## src/rtl/bus_rv32_fabric_pkg.sv

```systemverilog
// Shared types and default widths for the RV32 bus fabric.
//   address_width / data_width : default bus widths reused by fabric and decoder
//   bus_fabric_state_t         : transaction FSM state encoding
package bus_rv32_fabric_pkg;

  localparam int unsigned address_width = 32;
  localparam int unsigned data_width    = 32;

  typedef enum logic [1:0] {
    IDLE   = 2'd0,
    ACCESS = 2'd1,
    RESP   = 2'd2
  } bus_fabric_state_t;

endpackage

```

## src/rtl/bus_rv32_fabric_addr_decode.sv

```systemverilog
// Combinational base/mask address decoder.
//   addr : address to decode
//   hit  : at least one slave region matches
//   sel  : one-hot select; the lowest matching index wins on overlap
module bus_addr_decode
  import bus_rv32_fabric_pkg::*;
#(
  parameter int unsigned                      N_SLAVES  = 4,
  parameter int unsigned                      ADDR_W    = address_width,
  parameter logic [N_SLAVES-1:0][ADDR_W-1:0]  BASE_ADDR = '0,
  parameter logic [N_SLAVES-1:0][ADDR_W-1:0]  ADDR_MASK = '1
) (
  input  logic [ADDR_W-1:0]   addr,
  output logic                hit,
  output logic [N_SLAVES-1:0] sel
);

  // Scan from the highest index down so the lowest match is written last.
  always_comb begin
    hit = 1'b0;
    sel = '0;
    for (int i = N_SLAVES - 1; i >= 0; i--) begin
      if ((addr & ADDR_MASK[i]) == BASE_ADDR[i]) begin
        hit    = 1'b1;
        sel    = '0;
        sel[i] = 1'b1;
      end
    end
  end

endmodule

```

## src/rtl/bus_rv32_fabric.sv

```systemverilog
// Single-master bus fabric: decodes the master address onto one of N slaves,
// waits for the slave ack (bounded by TIMEOUT) and returns a one-cycle response.
//   clk_i, reset_i              : clock, synchronous active-high reset
//   m_req_i/m_we_i/m_addr_i/m_wdata_i : master request, held until m_ready_o
//   m_ready_o/m_rdata_o/m_err_o : registered one-cycle completion and response
//   s_sel_o/s_we_o/s_addr_o/s_wdata_o : registered slave request
//   s_rdata_i/s_ack_i           : per-slave read data and completion
module bus_rv32_fabric
  import bus_rv32_fabric_pkg::*;
#(
  parameter int unsigned                      N_SLAVES  = 4,
  parameter int unsigned                      ADDR_W    = address_width,
  parameter int unsigned                      DATA_W    = data_width,
  parameter logic [N_SLAVES-1:0][ADDR_W-1:0]  BASE_ADDR = '0,
  parameter logic [N_SLAVES-1:0][ADDR_W-1:0]  ADDR_MASK = '1,
  parameter int unsigned                      TIMEOUT   = 16
) (
  input  logic                         clk_i,
  input  logic                         reset_i,
  input  logic                         m_req_i,
  input  logic                         m_we_i,
  input  logic [ADDR_W-1:0]            m_addr_i,
  input  logic [DATA_W-1:0]            m_wdata_i,
  output logic                         m_ready_o,
  output logic [DATA_W-1:0]            m_rdata_o,
  output logic                         m_err_o,
  output logic [N_SLAVES-1:0]          s_sel_o,
  output logic                         s_we_o,
  output logic [ADDR_W-1:0]            s_addr_o,
  output logic [DATA_W-1:0]            s_wdata_o,
  input  logic [N_SLAVES*DATA_W-1:0]   s_rdata_i,
  input  logic [N_SLAVES-1:0]          s_ack_i
);

  localparam int unsigned       TIMER_W    = (TIMEOUT > 1) ? $clog2(TIMEOUT) : 1;
  localparam logic [TIMER_W-1:0] TIMER_LAST = TIMER_W'(TIMEOUT - 1);

  bus_fabric_state_t   state;
  logic [TIMER_W-1:0]  timer;
  logic                dec_hit;
  logic [N_SLAVES-1:0] dec_sel;
  logic                ack_c;
  logic [DATA_W-1:0]   sel_rdata_c;

  bus_addr_decode #(
    .N_SLAVES  (N_SLAVES),
    .ADDR_W    (ADDR_W),
    .BASE_ADDR (BASE_ADDR),
    .ADDR_MASK (ADDR_MASK)
  ) u_decode (
    .addr (m_addr_i),
    .hit  (dec_hit),
    .sel  (dec_sel)
  );

  // Only the selected slave's ack counts; s_sel_o is one-hot or zero.
  assign ack_c = |(s_ack_i & s_sel_o);

  // AND-OR mux of the selected slave's read data.
  always_comb begin
    sel_rdata_c = '0;
    for (int i = 0; i < N_SLAVES; i++) begin
      if (s_sel_o[i]) begin
        sel_rdata_c = sel_rdata_c | s_rdata_i[i*DATA_W +: DATA_W];
      end
    end
  end

  // Transaction FSM with registered slave request and master response.
  always_ff @(posedge clk_i) begin
    if (reset_i) begin
      state     <= IDLE;
      timer     <= '0;
      m_ready_o <= 1'b0;
      m_err_o   <= 1'b0;
      m_rdata_o <= '0;
      s_sel_o   <= '0;
      s_we_o    <= 1'b0;
      s_addr_o  <= '0;
      s_wdata_o <= '0;
    end else begin
      m_ready_o <= 1'b0;
      case (state)
        IDLE: begin
          if (m_req_i) begin
            if (dec_hit) begin
              s_sel_o   <= dec_sel;
              s_we_o    <= m_we_i;
              s_addr_o  <= m_addr_i;
              s_wdata_o <= m_wdata_i;
              timer     <= '0;
              state     <= ACCESS;
            end else begin
              m_err_o   <= 1'b1;
              m_rdata_o <= '0;
              m_ready_o <= 1'b1;
              state     <= RESP;
            end
          end
        end
        ACCESS: begin
          // Ack takes priority over a timeout expiring in the same cycle.
          if (ack_c) begin
            m_rdata_o <= s_we_o ? '0 : sel_rdata_c;
            m_err_o   <= 1'b0;
            m_ready_o <= 1'b1;
            s_sel_o   <= '0;
            s_we_o    <= 1'b0;
            state     <= RESP;
          end else if (timer == TIMER_LAST) begin
            m_rdata_o <= '0;
            m_err_o   <= 1'b1;
            m_ready_o <= 1'b1;
            s_sel_o   <= '0;
            s_we_o    <= 1'b0;
            state     <= RESP;
          end else begin
            timer <= timer + TIMER_W'(1);
          end
        end
        RESP: begin
          state <= IDLE;
        end
        default: begin
          state <= IDLE;
        end
      endcase
    end
  end

endmodule

```

## config.mk

```make
export PLATFORM = sky130hd
export DESIGN_NAME = bus_rv32_fabric
export DESIGN_NICKNAME = d
export VERILOG_FILES = /design/src/rtl/bus_rv32_fabric_pkg.sv /design/src/rtl/bus_rv32_fabric_addr_decode.sv /design/src/rtl/bus_rv32_fabric.sv
export SDC_FILE = /design/constraint.sdc
export NUM_CORES = 1
export LEC_CHECK = 0
export ABC_AREA = 0
export CAP_MARGIN = 10
export CORE_AREA = 2 2 116 118
export CTS_CLUSTER_DIAMETER = 40
export DETAILED_ROUTE_END_ITERATION = 10
export DIE_AREA = 0 0 118 120
export PLACE_DENSITY_LB_ADDON = 0.15
export SYNTH_ARGS = -nofsm -noshare
export SYNTH_HDL_FRONTEND = slang
export SYNTH_SLANG_ARGS = --single-unit
```

## constraint.sdc

```tcl
create_clock -name clk_i -period 1.96 [get_ports clk_i]
set_input_delay 0.294 -clock clk_i [delete_from_list [all_inputs] [get_ports clk_i]]
set_output_delay 0.294 -clock clk_i [all_outputs]
set_load 0.02 [all_outputs]
```

Word-level counts from Yosys, hierarchy flattened
Index checks and enable logic that the tools add are counted.

Input port bits: 200. Bits in registers: 109. Logic and storage cells: 73. Output and inout bits: 103.

Multiplexer cells: 42. Reduce and logical (&&, ||, !) cells: 9. Bitwise operators: 4. Add/subtract/negate cells: 1. Equal/unequal tests: 8.

Operator list (number): 32-bit two-way mux (9); 32-bit OR (3); 32-bit case mux with 2 select lines (1); 32-bit zero test (1); 4-bit two-way mux (8); 4-bit case mux with 2 select lines (2); 1-bit two-way mux (14); 2-bit inequality test, second input constant (5); 2-bit two-way mux (4); 4-bit AND reduction (2); 1-bit case mux with 2 select lines (3); 5-bit AND reduction (1); 4-bit by 1-bit adder with 4-bit output, second input constant (1); 4-bit bitwise AND (1); 4-bit == test, second input constant (1); 2-bit case mux with 2 select lines (1); 4-bit OR reduction (1); 3-bit inequality test, second input constant (1); 3-bit AND reduction (1); 2-bit by 1-bit == test with 1-bit output, second input constant (1); 2-bit zero test (1); 2-bit AND reduction (1); 2-bit nonzero test (1).

Logic depth before layout (Yosys ltp)
Depth in word-level cells: 10. Mapped depth: 6. Gate-level depth less buffers: 5.

Cells and area by module
Synthesis repeated with hierarchy kept, for this count alone.

Cells, all modules: 513. Area total of the unflattened synthesis: 4710.8 um2.

By module, submodules not included: bus_rv32_fabric (times used 1, sequential area each 2182.1 um2, area an instance 4604.4 um2, cells an instance 497); bus_addr_decode (times used 1, sequential area each 0.0 um2, area an instance 106.4 um2, cells an instance 16).

Least setup slack after synthesis
OpenSTA, ideal clock, no wires.

Path type: register to register. Start: reg timer[0]. End: reg m_rdata_o[0]. Setup time: 142 ps. Stages on the path, launching flop included: 6. Setup slack: 251 ps. Arrival: 1567 ps. Path buffers: 1. Required time: 1818 ps. Period minus slack after synthesis: 1709 ps. Path through: dfxtp_1 -> ha_1 -> nand3_1 -> a311oi_2 -> clkbuf_1 -> a311oi_1.

Longest elaborated chain between the ends: 3.

Ends and longest elaborated chain: from (decl) (line bus_rv32_fabric.sv:39) `logic [TIMER_W-1:0] timer;`; from (signal assigned) (line bus_rv32_fabric.sv:118) `timer <= timer + TIMER_W'(1);`; 4-bit == test (line bus_rv32_fabric.sv:110) `end else if (timer == TIMER_LAST) begin`; 3-bit inequality test (no line); 4-bit AND reduction (no line); to (signal assigned) (line bus_rv32_fabric.sv:104) `m_rdata_o <= s_we_o ? '0 : sel_rdata_c;`; to (decl) (line bus_rv32_fabric.sv:25) `output logic [DATA_W-1:0] m_rdata_o,`.

No other way between the ends. A chain may end at the register's enable or synchronous reset.

Worst setup path in the final report
Start: in m_addr_i[2]. End: reg s_wdata_o[3].

Longest elaborated chain between the ends: 3.

Ends and longest elaborated chain: from (decl) (line bus_rv32_fabric.sv:22) `input logic [ADDR_W-1:0] m_addr_i,`; 32-bit zero test (line bus_rv32_fabric_addr_decode.sv:23) `if ((addr & ADDR_MASK[i]) == BASE_ADDR[i]) begin`; 1-bit two-way mux (line bus_rv32_fabric_addr_decode.sv:23); 3-bit AND reduction (no line); to (signal assigned) (line bus_rv32_fabric.sv:90) `s_wdata_o <= m_wdata_i;`; to (decl) (line bus_rv32_fabric.sv:30) `output logic [DATA_W-1:0] s_wdata_o,`.

No other way between the ends.

==> key figures <==
Power
  – Comb pwr share: 8.4%
  – Psw: 905.6 uW
  – VDD IR max: 0.4429 mV
  – P per Cell Area: 640.5 nW/um^2
  – Clock Power Share: 40.6%
  – Switching Fraction: 21.36%
  – Int Power: 3.335 mW
  – Pleak: 2.155 nW
  – Sequential power share: 51.0%

Floorplan
  – Die Wd: 118 um
  – Chip height: 120 um
  – Initial Util: 31.42%
  – Die area: 14160 sq um
  – CORE AREA: 12980 sq um
  – Top Ports: 303
  – Num rows: 42

Placed design
  – IO buf count: 200
  – Dpl cells: 787
  – Placer congestion estimate: 0.7802
  – Post-DP HPWL: 9.374 mm
  – Post-Place Cell Area: 6329 sq um

Final layout
  – Non-Filler Instances: 803
  – Diode count: 0
  – Share of layout cells above drive strength 1: 7.337%
  – Synth-to-layout area growth: 62.33%
  – Final Net Count: 823
  – Layout Utilization: 51.01%
  – Most frequent cells in the layout: clkdlybuf4s50_1, dfxtp_1, a21oi_1, nand2_1, nand4_1
  – Most common cell after layout, fill and taps aside: clkdlybuf4s50_1
  – Finished Cell Area: 6621 sq um

Synth
  – Cell Area, Synth: 4079 sq um
  – Post-synth ARST share: 0%
  – Yosys cell types: 37
  – Gate Count Post-Synth: 433
  – Avg Cell Area, Syn: 9.420 sq um
  – Yosys warning count: 0
  – Seq/Total Area, Yosys: 52.02%
  – Synth Register Bits: 106
  – Post-synth EDFFs: 0
  – Main synth FF type: dfxtp_1

Global routing
  – Initial antenna violation count: 0
  – Overall routing resource usage: 18.15%
  – Met3 Use GR: 6.606%
  – Global route hottest layer: met2
  – Grt total ovfl: 0
  – First-pass GRT wire length: 20.83 mm
  – Vias in the first global route: 4081
  – Largest net degree at the start of global routing: 50
  – Grt met1 use: 22.49%
  – Met2 global-route usage: 29.40%

Routing
  – TritonRoute pass-1 iters: 6
  – Detail Route Antenna Nets: 0
  – Via density: 5.149
  – Wire per inst: 16.40 um
  – Drt drc: 0
  – Routed WL: 13.17 mm
  – DR vias: 4135
  – Drt initial violations: 337

Worst setup path
  – Reg2reg start: timer[0]
  – Crit path required time: 2.17 ns
  – Worst setup EP type: flop
  – Critical Path AT: 2.05 ns
  – Top delay family on crit path: buffers and inverters
  – Crit path capture: s_wdata_o[3]
  – CP Depth: 6
  – CP max stage delay: 0.40 ns
  – Critical path buffers and inverters: 2
  – Slowest stage cell on the critical path: clkdlybuf4s50_1
  – Critical path cell sequence: clkdlybuf4s50_1, nor4_1, nand4_1, buf_4, o31ai_1, a21oi_1
  – Worst Setup SP: m_addr_i[2]
  – RR Endpoint: m_err_o
  – Worst-path fanout max: 29
  – R2r setup slk: 0.29 ns
  – Critical path class: input port to flop
  – Worst R2R Path Depth: 6
  – CP Launch Type: input port

Clocking
  – Num CTS Buffers: 9
  – Clk buf depth: 2
  – Clock transition at the registers of the reported paths: 0.07 ns
  – Clock root buffer: clkbuf_16
  – Clk sinks: 106
  – H-Tree Depth: 3
  – CTS tree: yes
  – Worst-Skew Late Latency: 0.34 ns

Outcome
  – Status: complete, no violations

Timing
  – Final Skew: 0.007896 ns
  – Final Slew Violations: 0
  – Setup violators final: 0
  – Crit share post-route: 93.60%
  – Final worst path period need: 1.834 ns
  – F_max: 0.5451 GHz
  – Final hold vios: 0
  – RSZ-0062 raised after global routing: no
  – Min Hold Slack: 0.3790 ns
  – Total Neg Setup Slack: 0 ns

Min path
  – Min-delay src: reset_i
  – Worst hold path class: input port to flop

Run
  – Max Cap Viol: 0
-- synthesized netlist by cell type, types with 3 or more instances --
cell	instances	area [sq um]
dfxtp_1	106	2122
buf_4	5	37.54
clkbuf_1	28	105.1
o31ai_1	32	240.2
nand3_1	3	15.01
nand4_1	34	212.7
and2_1	32	200.2
a21oi_1	67	335.3
buf_2	13	65.06
a311oi_1	32	280.3
inv_1	3	11.26
nor2_1	5	18.77
and3_1	3	18.77
nor4_1	10	62.56
nand2_1	34	127.6
-- worst min path at each step --
stage                          to  cells past startpoint
floorplan            s_wdata_o[0]                      2
global placement     s_addr_o[28]                      1
detailed placement    s_addr_o[4]                      1
CTS                  s_wdata_o[1]                      2
global route        s_wdata_o[11]                      2
finish               s_wdata_o[1]                      2
-- registers in the layout, indices dropped and copies added, names as in the netlist --
name       flops
m_rdata_o     32
s_wdata_o     32
timer          4
s_sel_o        1
m_err_o        1
m_ready_o      1
state          2
s_addr_o      32
s_we_o         1
-- what timing repair did --
| item | CTS | global route |
|---|---|---|
| gates resized for setup | 0 | 2 |
| hold buffers | 0 | 0 |
| setup endpoints to repair | 0 | 72 |
| setup buffers | 0 | 0 |
-- cell type report --
class                   count  area [sq um]
flip-flops and latches    106          2122
repair buffers            222          2212
fillers                  1204          6359
clock buffers              14         274.0
multi-input cells         280          1772
inverters                   3         11.26
clock inverters             2         10.01
well taps                 176         220.2
-- layer usage --
metal,part of all wire (%),routed length [um]
met1,45,5861
met2,45,5908
met3,9.3,1225
met4,1.3,171
met5,0,0
-- kinds of logic after synthesis --
group,Yosys count,synth area share [%]
other cells,1,0.09194
buf+inv,49,5.368
flops,106,52.02
simple gates,134,18.77
compound gates,142,23.44
fa+ha+maj,1,0.3067
-- power groups by stage --
stage          Combinational (mW)  Sequential, mW  Clock, mW
6_report                    0.358            2.16       1.72
5_1_grt                     0.382            2.16       1.86
4_1_cts                     0.357            2.16       1.79
3_5_place_dp                0.355            2.21          0
3_3_place_gp                0.354            2.21          0
2_1_floorplan              0.0900            2.21          0
-- per-stage QoR --
stage / worst slack (ns) / power (mW)
final: 0.1255 / 4.241
after global routing: 0.01728 / 4.406
after CTS: 0.04826 / 4.307
after detailed placement: -0.3203 / 2.565
after global placement: -0.2100 / 2.564
after floorplan: 0.2509 / 2.303
Note: power is estimated with default switching activity, not from simulation.
